[src/rtl/lsu_stage.sv]
// Load/store stage between EX and the commit register: passes ALU ops through, runs loads/stores
// over a req/gnt/rvalid handshake. Optional misaligned-access trap: define LSU_MISALIGN_TRAP_EN.
module lsu_stage #(
    parameter int unsigned AW = 64,
    parameter int unsigned DW = 64
) (
    input  logic          clk,
    input  logic          rst,
    input  logic          ex_valid_i,
    input  logic [31:0]   inst_i,
    input  logic [AW-1:0] pc_i,
    input  logic [AW-1:0] alu_res_i,
    input  logic [DW-1:0] store_data_i,
    input  logic [3:0]    mem_op_i,
    input  logic [4:0]    wb_addr_i,
    input  logic          wb_en_i,
    output logic          stall_o,
    output logic          mem_req_o,
    output logic          mem_we_o,
    output logic [AW-1:0] mem_addr_o,
    output logic [DW-1:0] mem_wdata_o,
    output logic [7:0]    mem_wmask_o,
    input  logic          mem_gnt_i,
    input  logic          mem_rvalid_i,
    input  logic [DW-1:0] mem_rdata_i,
    output logic          valid_o,
    output logic [31:0]   inst_o,
    output logic [AW-1:0] pc_o,
    output logic [DW-1:0] wb_data_o,
    output logic [4:0]    wb_addr_o,
    output logic          wb_en_o,
    output logic          misalign_o,
    output logic [AW-1:0] badaddr_o
);

    typedef enum logic [1:0] {StIdle, StReq, StWait} state_e;

    state_e        state_q, state_d;
    logic [31:0]   inst_q;
    logic [AW-1:0] pc_q, addr_q;
    logic [DW-1:0] sdata_q;
    logic [3:0]    op_q;
    logic [4:0]    wb_addr_q;
    logic          wb_en_q;
    logic          capture;

    // size code: 0 byte, 1 half, 2 word, 3 double
    function automatic logic [1:0] op_size(input logic [3:0] op);
        case (op)
            4'd2, 4'd6, 4'd9:  return 2'd1;
            4'd3, 4'd7, 4'd10: return 2'd2;
            4'd4, 4'd11:       return 2'd3;
            default:           return 2'd0;
        endcase
    endfunction

    logic       in_mem, in_misalign, trap;
    logic       st_q, sgn_q;
    logic [1:0] in_size, size_q;
    logic [2:0] lane;
    logic [7:0] base_mask;
    logic [DW-1:0] shifted, ld_data;

    assign in_mem  = (mem_op_i >= 4'd1) && (mem_op_i <= 4'd11);
    assign in_size = op_size(mem_op_i);
    always_comb begin
        unique case (in_size)
            2'd0:    in_misalign = 1'b0;
            2'd1:    in_misalign = alu_res_i[0];
            2'd2:    in_misalign = |alu_res_i[1:0];
            default: in_misalign = |alu_res_i[2:0];
        endcase
    end

`ifdef LSU_MISALIGN_TRAP_EN
    logic [AW-1:0] badaddr_q, badaddr_d;
    assign trap = in_misalign;
`else
    assign trap = 1'b0;
`endif

    assign st_q   = op_q >= 4'd8;
    assign sgn_q  = (op_q >= 4'd1) && (op_q <= 4'd3);
    assign size_q = op_size(op_q);
    assign lane   = addr_q[2:0];

    always_comb begin
        unique case (size_q)
            2'd0:    base_mask = 8'h01;
            2'd1:    base_mask = 8'h03;
            2'd2:    base_mask = 8'h0F;
            default: base_mask = 8'hFF;
        endcase
    end

    assign shifted = mem_rdata_i >> {lane, 3'b000};
    always_comb begin
        unique case (size_q)
            2'd0:    ld_data = {{(DW-8){sgn_q & shifted[7]}}, shifted[7:0]};
            2'd1:    ld_data = {{(DW-16){sgn_q & shifted[15]}}, shifted[15:0]};
            2'd2:    ld_data = {{(DW-32){sgn_q & shifted[31]}}, shifted[31:0]};
            default: ld_data = shifted;
        endcase
    end

    logic          valid, wb_en, req, misalign;
    logic [31:0]   inst;
    logic [AW-1:0] pc;
    logic [DW-1:0] wb_data;
    logic [4:0]    wb_addr;

    always_comb begin
        state_d  = state_q;
        capture  = 1'b0;
        misalign = 1'b0;
        valid    = 1'b0;
        stall_o  = 1'b0;
        inst     = '0;
        pc       = '0;
        wb_data  = '0;
        wb_addr  = '0;
        wb_en    = 1'b0;
        req      = 1'b0;
        case (state_q)
            StIdle: begin
                if (ex_valid_i) begin
                    if (!in_mem) begin
                        valid   = 1'b1;
                        inst    = inst_i;
                        pc      = pc_i;
                        wb_data = alu_res_i;
                        wb_addr = wb_addr_i;
                        wb_en   = wb_en_i;
                    end else if (trap && in_misalign) begin
                        misalign = 1'b1;
                        valid    = 1'b1;
                        inst     = inst_i;
                        pc       = pc_i;
                        wb_addr  = wb_addr_i;
                    end else begin
                        capture = 1'b1;
                        stall_o = 1'b1;
                        state_d = StReq;
                    end
                end
            end
            StReq: begin
                req = 1'b1;
                if (mem_gnt_i && st_q) begin
                    valid   = 1'b1;
                    inst    = inst_q;
                    pc      = pc_q;
                    wb_addr = wb_addr_q;
                    state_d = StIdle;
                end else begin
                    stall_o = 1'b1;
                    if (mem_gnt_i) state_d = StWait;
                end
            end
            StWait: begin
                if (mem_rvalid_i) begin
                    valid   = 1'b1;
                    inst    = inst_q;
                    pc      = pc_q;
                    wb_data = ld_data;
                    wb_addr = wb_addr_q;
                    wb_en   = wb_en_q;
                    state_d = StIdle;
                end else begin
                    stall_o = 1'b1;
                end
            end
            default: state_d = StIdle;
        endcase
        // Everything is forced quiet while reset is held, including a pending request.
        if (!rst) begin
            stall_o  = 1'b0;
            valid    = 1'b0;
            req      = 1'b0;
            misalign = 1'b0;
            inst     = '0;
            pc       = '0;
            wb_data  = '0;
            wb_addr  = '0;
            wb_en    = 1'b0;
        end
    end

    assign valid_o     = valid;
    assign inst_o      = inst;
    assign pc_o        = pc;
    assign wb_data_o   = wb_data;
    assign wb_addr_o   = wb_addr;
    assign wb_en_o     = wb_en & (|wb_addr);
    assign mem_req_o   = req;
    assign mem_we_o    = req & st_q;
    assign mem_addr_o  = req ? {addr_q[AW-1:3], 3'b000} : '0;
    assign mem_wdata_o = (req && st_q) ? (sdata_q << {lane, 3'b000}) : '0;
    assign mem_wmask_o = (req && st_q) ? (base_mask << lane) : 8'h00;
    assign misalign_o  = misalign;

`ifdef LSU_MISALIGN_TRAP_EN
    assign badaddr_d = misalign ? alu_res_i : badaddr_q;
    assign badaddr_o = !rst ? '0 : badaddr_d;
    always_ff @(posedge clk) begin
        if (!rst) badaddr_q <= '0;
        else      badaddr_q <= badaddr_d;
    end
`else
    assign badaddr_o = '0;
`endif

    always_ff @(posedge clk) begin
        if (!rst) begin
            state_q   <= StIdle;
            inst_q    <= '0;
            pc_q      <= '0;
            addr_q    <= '0;
            sdata_q   <= '0;
            op_q      <= '0;
            wb_addr_q <= '0;
            wb_en_q   <= 1'b0;
        end else begin
            state_q <= state_d;
            if (capture) begin
                inst_q    <= inst_i;
                pc_q      <= pc_i;
                addr_q    <= alu_res_i;
                sdata_q   <= store_data_i;
                op_q      <= mem_op_i;
                wb_addr_q <= wb_addr_i;
                wb_en_q   <= wb_en_i;
            end
        end
    end

endmodule

[config.mk]
export PLATFORM = sky130hd
export DESIGN_NAME = lsu_stage
export DESIGN_NICKNAME = d
export VERILOG_FILES = /design/src/rtl/lsu_stage.sv
export SDC_FILE = /design/constraint.sdc
export NUM_CORES = 1
export LEC_CHECK = 0
export ABC_AREA = 1
export BUFFER_PORTS_ARGS = -buffer_cell sky130_fd_sc_hd__buf_2
export CORE_AREA = 2 2 265 267
export CTS_CLUSTER_SIZE = 28
export DETAILED_ROUTE_END_ITERATION = 8
export DIE_AREA = 0 0 267 269
export HOLD_SLACK_MARGIN = 0.06
export SETUP_SLACK_MARGIN = 0.05
export SLEW_MARGIN = 20
export SYNTH_ARGS = -nofsm -noshare
export SYNTH_HDL_FRONTEND = slang
export SYNTH_SLANG_ARGS = --single-unit
[constraint.sdc]
create_clock -name clk -period 5.9 [get_ports clk]
set_clock_uncertainty 0.15 [all_clocks]
set_input_delay 0.885 -clock clk [delete_from_list [all_inputs] [get_ports clk]]
set_output_delay 0.885 -clock clk [all_outputs]
set_load 0.02 [all_outputs]
# ---- After elaboration in Yosys (flattened, before gate mapping)
# Memories as Yosys holds them, arrays and structs flattened. A register that Yosys moved wholly into a read port is not among the register bits.
# Cells that the tools add are included.
dict set report word_totals {
  reg_bits 236
  mem_bits_ro 32
  out_inout_bits 371
  wordCells 94
  memories 1
}
dict set report op_classes {
  magnitude_cmp 5
  eq_ne 8
  shifts 3
  muxes 56
  bitwise 5
  n_reduce_logical 8
}
# name depth word_bits rd rd_ports_with_merged_regs wr line
set memory_table {}
lappend memory_table {{(no name shown)} 16 2 1 1 0 49} ;# case (op)
# op count
set op_table {}
lappend op_table {{64-bit two-way mux} 11}
lappend op_table {{64-bit one-hot mux with 3 select lines} 2}
lappend op_table {{32-bit two-way mux} 5}
lappend op_table {{64-bit one-hot mux with 2 select lines} 1}
lappend op_table {{32-bit one-hot mux with 3 select lines} 1}
lappend op_table {{64-bit by 6-bit left shift with 64-bit output} 1}
lappend op_table {{64-bit by 6-bit >> shifter with 64-bit output} 1}
lappend op_table {{5-bit two-way mux} 5}
lappend op_table {{8-bit one-hot mux with 3 select lines} 1}
lappend op_table {{1-bit two-way mux} 17}
lappend op_table {{5-bit one-hot mux with 3 select lines} 1}
lappend op_table {{2-bit two-way mux} 5}
lappend op_table {{4-bit by 1-bit >= comparator with 1-bit output (second input constant)} 2}
lappend op_table {{4-bit two-way mux} 2}
lappend op_table {{8-bit two-way mux} 1}
lappend op_table {{8-bit by 3-bit left shift with 8-bit output} 1}
lappend op_table {{2-bit inequality test (second input constant)} 3}
lappend op_table {{1-bit one-hot mux with 3 select lines} 2}
lappend op_table {{2-bit one-hot mux with 3 select lines} 1}
lappend op_table {{1-bit AND} 5}
lappend op_table {{5-bit OR reduction} 1}
lappend op_table {{2-bit by 1-bit equality test with 1-bit output (second input constant)} 2}
lappend op_table {{2-bit equality test (second input constant)} 2}
lappend op_table {{4-bit >= comparator (second input constant)} 1}
lappend op_table {{other kinds (7)} 11}

# ---- Logic depth before layout (Yosys ltp)
dict set report logic_depth {
  word_depth 8
  mapped_depth 14
  depth_no_buf 14
}

# ---- Worst setup path after synthesis
# No wires, ideal clock.
dict set report synth_timing {
  kind {in2out}
  start {input rst}
  end {output mem_wdata_o[0]}
  t_arrival_ns 2.676
  required_time_ns 4.865
  setup_slack_ns 2.189
  cell_stages 11
  path_cell_list {buf_2 -> inv_1 -> nor2_2 -> inv_2 -> nor2_4 -> inv_2 -> nor2_1 -> inv_2 -> nor2_2 -> inv_1 -> nor2_1}
}
dict set report synth_via {
  elab_chain_len 3
}
# item line
set synth_rtl {}
lappend synth_rtl {{start, declared} 8} ;# input logic rst,
lappend synth_rtl {{1-bit two-way mux} 176} ;# if (!rst) begin
lappend synth_rtl {{named net mem_req_o} 18} ;# output logic mem_req_o,
lappend synth_rtl {{1-bit logical AND} 198} ;# assign mem_wdata_o = (req && st_q) ? (sdata_q << {lane, 3'b000}) : '0;
lappend synth_rtl {{64-bit two-way mux} 198}
lappend synth_rtl {{end, declared} 21} ;# output logic [DW-1:0] mem_wdata_o,
# The timed path passes the listed nets, and every way through them passes these cells.

# ---- Final worst setup path
dict set report layout_timing {
  start {register addr_q[0]}
  end {output wb_data_o[17]}
}
dict set report layout_via {
  elab_chain_len 6
}
# item line
set layout_rtl {}
lappend layout_rtl {{start, declared} 40} ;# logic [AW-1:0] pc_q, addr_q;
lappend layout_rtl {{start signal, assigned} 228} ;# addr_q <= alu_res_i;
lappend layout_rtl {{64-bit by 6-bit >> shifter with 64-bit output (*)} 96} ;# assign shifted = mem_rdata_i >> {lane, 3'b000};
lappend layout_rtl {{1-bit AND (on tied branches)} {100, 99}}
lappend layout_rtl {{64-bit one-hot mux with 3 select lines (*)} 98} ;# unique case (size_q)
lappend layout_rtl {{64-bit two-way mux (*)} 161} ;# if (mem_rvalid_i) begin
lappend layout_rtl {{64-bit one-hot mux with 2 select lines (*)} 124} ;# case (state_q)
lappend layout_rtl {{64-bit two-way mux (*)} 176}
lappend layout_rtl {{end, declared} 29} ;# output logic [DW-1:0] wb_data_o,
# Every way passes the cells marked *; elsewhere a longest branch is shown, timed or not.

==> flow_metrics.env <==
export IMPL_via_per_inst=4.671
export IMPL_vdd_drop_max_mv=0.1961
export IMPL_hold_path_class="reg -> reg"
export IMPL_fmax_mhz=207.3
export IMPL_cts_resized=0
export IMPL_synth_area_mm2=0.01582
export IMPL_tritoncts="done"
export IMPL_synthTopCellsByArea="dfxtp_1 (30%), nand2_1 (16%), o21ai_0 (11%)"
export IMPL_grt_setup_unrepaired="false"
export IMPL_grt_max_degree=161
export IMPL_finalNonFillerCells=4053
export IMPL_synth_edff_count=0
export IMPL_crit_fanout=74
export IMPL_path_buf_inv=2
export IMPL_fin_crit_ns=4.824
export IMPL_final_common_cell="nand2_1"
export IMPL_crit_slowest_cell="dfxtp_4"
export IMPL_antenna_found_initial=20
export IMPL_first_pass_iters=6
export IMPL_clock_tree_buffer_depth=3
export IMPL_synth_top_area_frac=0.3012
export IMPL_wirelength_mm=75.08
export IMPL_synth_cells=2643
export IMPL_yosys_warnings=0
export IMPL_post_route_period_util=0.8177
export IMPL_setup_viol=0
export IMPL_synth_area_per_cell_um2=5.984
export IMPL_r2r_start="state_q[1]"
export IMPL_dieWidth_um=267
export IMPL_cpMostUsedCell="o21ai_0"
export IMPL_final_area_mm2=0.01992
export IMPL_status="finished clean"
export IMPL_rows=97
export IMPL_min_from="addr_q[4]"
export IMPL_yosysUniqueCellTypes=42
export IMPL_hpwl_mm=55.47
export IMPL_drtIter0Drc=1476
export IMPL_ios=674
export IMPL_drive_gt1_frac=0.2304
export IMPL_criticalPathCategory="reg -> out"
export IMPL_layout_common_cells="nand2_1 (654), buf_2 (604), nor2_1 (383), o21ai_0 (338), a21oi_1 (336)"
export IMPL_grt_pass1_vias=17029
export IMPL_finalSetupTns_ns=0
export IMPL_crit_chain="inv_2, o21ai_0, o21ai_0, o21ai_0, nand2_1, nand2_1, a21oi_1, buf_2"
export IMPL_clkTransAtPathRegs_ns=0.07
export IMPL_tightest_slew_ns=1.165
export IMPL_postPlaceCellArea_mm2=0.01897
export IMPL_cpLargestDelayFamily="compound AO/OA/AOI/OAI gates"
export IMPL_fin_nets=3387
export IMPL_p_per_area_mw_per_mm2=245.6
export IMPL_numPortBuffers=605
export IMPL_drv_slew=0
export IMPL_p_leak_nw=9.436
export IMPL_dp_cells=3990
export IMPL_post_cts_buffers=0
export IMPL_critical_path_startpoint="addr_q[0]"
export IMPL_hold_buffers=0
export IMPL_relSlewSlack=0.2166
export IMPL_cts_htree_levels=1
export IMPL_core_mm2=0.06930
export IMPL_grt_overflow=0
export IMPL_critPathLaunchType="register"
export IMPL_slowest_delay_ns=0.85
export IMPL_critPathArrivalTime_ns=3.79
export IMPL_critPathCaptureType="output port"
export IMPL_final_antenna_net_count=0
export IMPL_yosysTopAreaCell="dfxtp_1"
export IMPL_maxCapViolCount=0
export IMPL_hold_viol=0
export IMPL_routedWlPerCell_um=18.52
export IMPL_clkSinkCount=238
export IMPL_drc_errors=0
export IMPL_fp_dieH_um=269
export IMPL_grt_pass1_wl_mm=106.1
export IMPL_cts_buffers=30
export IMPL_gr_usage_all_layers=0.1944
export IMPL_required_ns=4.87
export IMPL_die_area_mm2=0.07182
export IMPL_synth_flop_cell="dfxtp_1"
export IMPL_cts_root_buf="clkbuf_16"
export IMPL_ys_ff_latch=238
export IMPL_finalWeightedCongestion=0.9267
export IMPL_num_vias=18930
export IMPL_clkLatencyLatePin_ns=0.62
export IMPL_postSynth_asyncResetShare=0
export IMPL_start_util=0.2282
export IMPL_area_growth_syn_to_layout_pct=25.92
export IMPL_seq_area_frac_synth=0.3012
-- power breakdown --
part | internal, mW | leakage, nW | switching, mW
clock network | 1.00 | 0.447 | 0.809
logic | 0.347 | 7.02 | 0.879
registers | 1.76 | 1.97 | 0.0970
-- path summary, 6_finish.rpt --
kind | slack, ns | cells past startpoint | endpoint
setup / recovery | 1.08 | 8 | wb_data_o[17]
hold / removal | 0.30 | 2 | addr_q[4]
hold reg to reg | 0.30 | 2 | addr_q[4]
setup reg to reg | 3.16 | 11 | size_q[1]
-- worst min-delay path, cell delays in order (launching register included) --
cell,delay (ns)
dfxtp_1,0.29
inv_1,0.06
a21oi_1,0.05
-- routing by layer --
layer	up-vias	track usage	routed length (um)
met5	-	0	93
met4	16	0.07045	2746
met3	134	0.06484	7060
met2	796	0.3150	33840
met1	8670	0.2395	31340
li1	9314	-	-
-- flip-flops by register name, indices dropped and copies added (netlist names) --
signal	count
addr_q	64
inst_q	32
op_q	4
pc_q	64
sdata_q	64
size_q	2
state_q	2
wb_addr_q	5
wb_en_q	1
-- logic make-up (layout without fill, tap and decap cells) --
kind of cell | count (synthesis) | count (layout) | synth area share
AND/OR/NAND/NOR | 1133 | 1133 | 0.2804
AO/OA/AOI/OAI | 801 | 801 | 0.2740
buffers and inverters | 466 | 859 | 0.1413
flip-flops | 238 | 238 | 0.3012
adder cells (fa/ha/maj) | 2 | 2 | 0.001582
multiplexers | 2 | 2 | 0.001266
other | 1 | 78 | 0.0002371
-- cell usage after synthesis (all sizes together), types with 17 or more instances --
| master | instances |
|---|---|
| o21bai | 33 |
| nand2 | 658 |
| o211ai | 38 |
| inv | 177 |
| a21oi | 336 |
| clkbuf | 130 |
| buf | 159 |
| nor2 | 389 |
| o21ai | 362 |
| nand3 | 67 |
| dfxtp | 238 |
| a221oi | 17 |
-- layout make-up --
cell class / count / area (um^2)
inverter: 177 / 686.9
clock inverter: 6 / 57.56
timing repair buffer: 629 / 3239
sequential: 238 / 4773
tap: 940 / 1176
clock buffer: 47 / 864.6
antenna: 10 / 25.02
fill: 7919 / 49380
multi-input combinational: 2006 / 9094
-- through the flow --
stage               hold WS (ns)  power, mW  setup slack, ns    util
finish                    0.3015      4.892            1.076  0.2874
global route              0.3140      5.161           0.8412  0.2872
CTS                       0.3027      4.949           0.9653  0.2870
detailed placement        0.2950      3.104            1.449  0.2737
global placement          0.2854      3.097            1.442  0.2737
floorplan                 0.2745      2.705            2.189       -
Power figures use the tool's default switching activity.
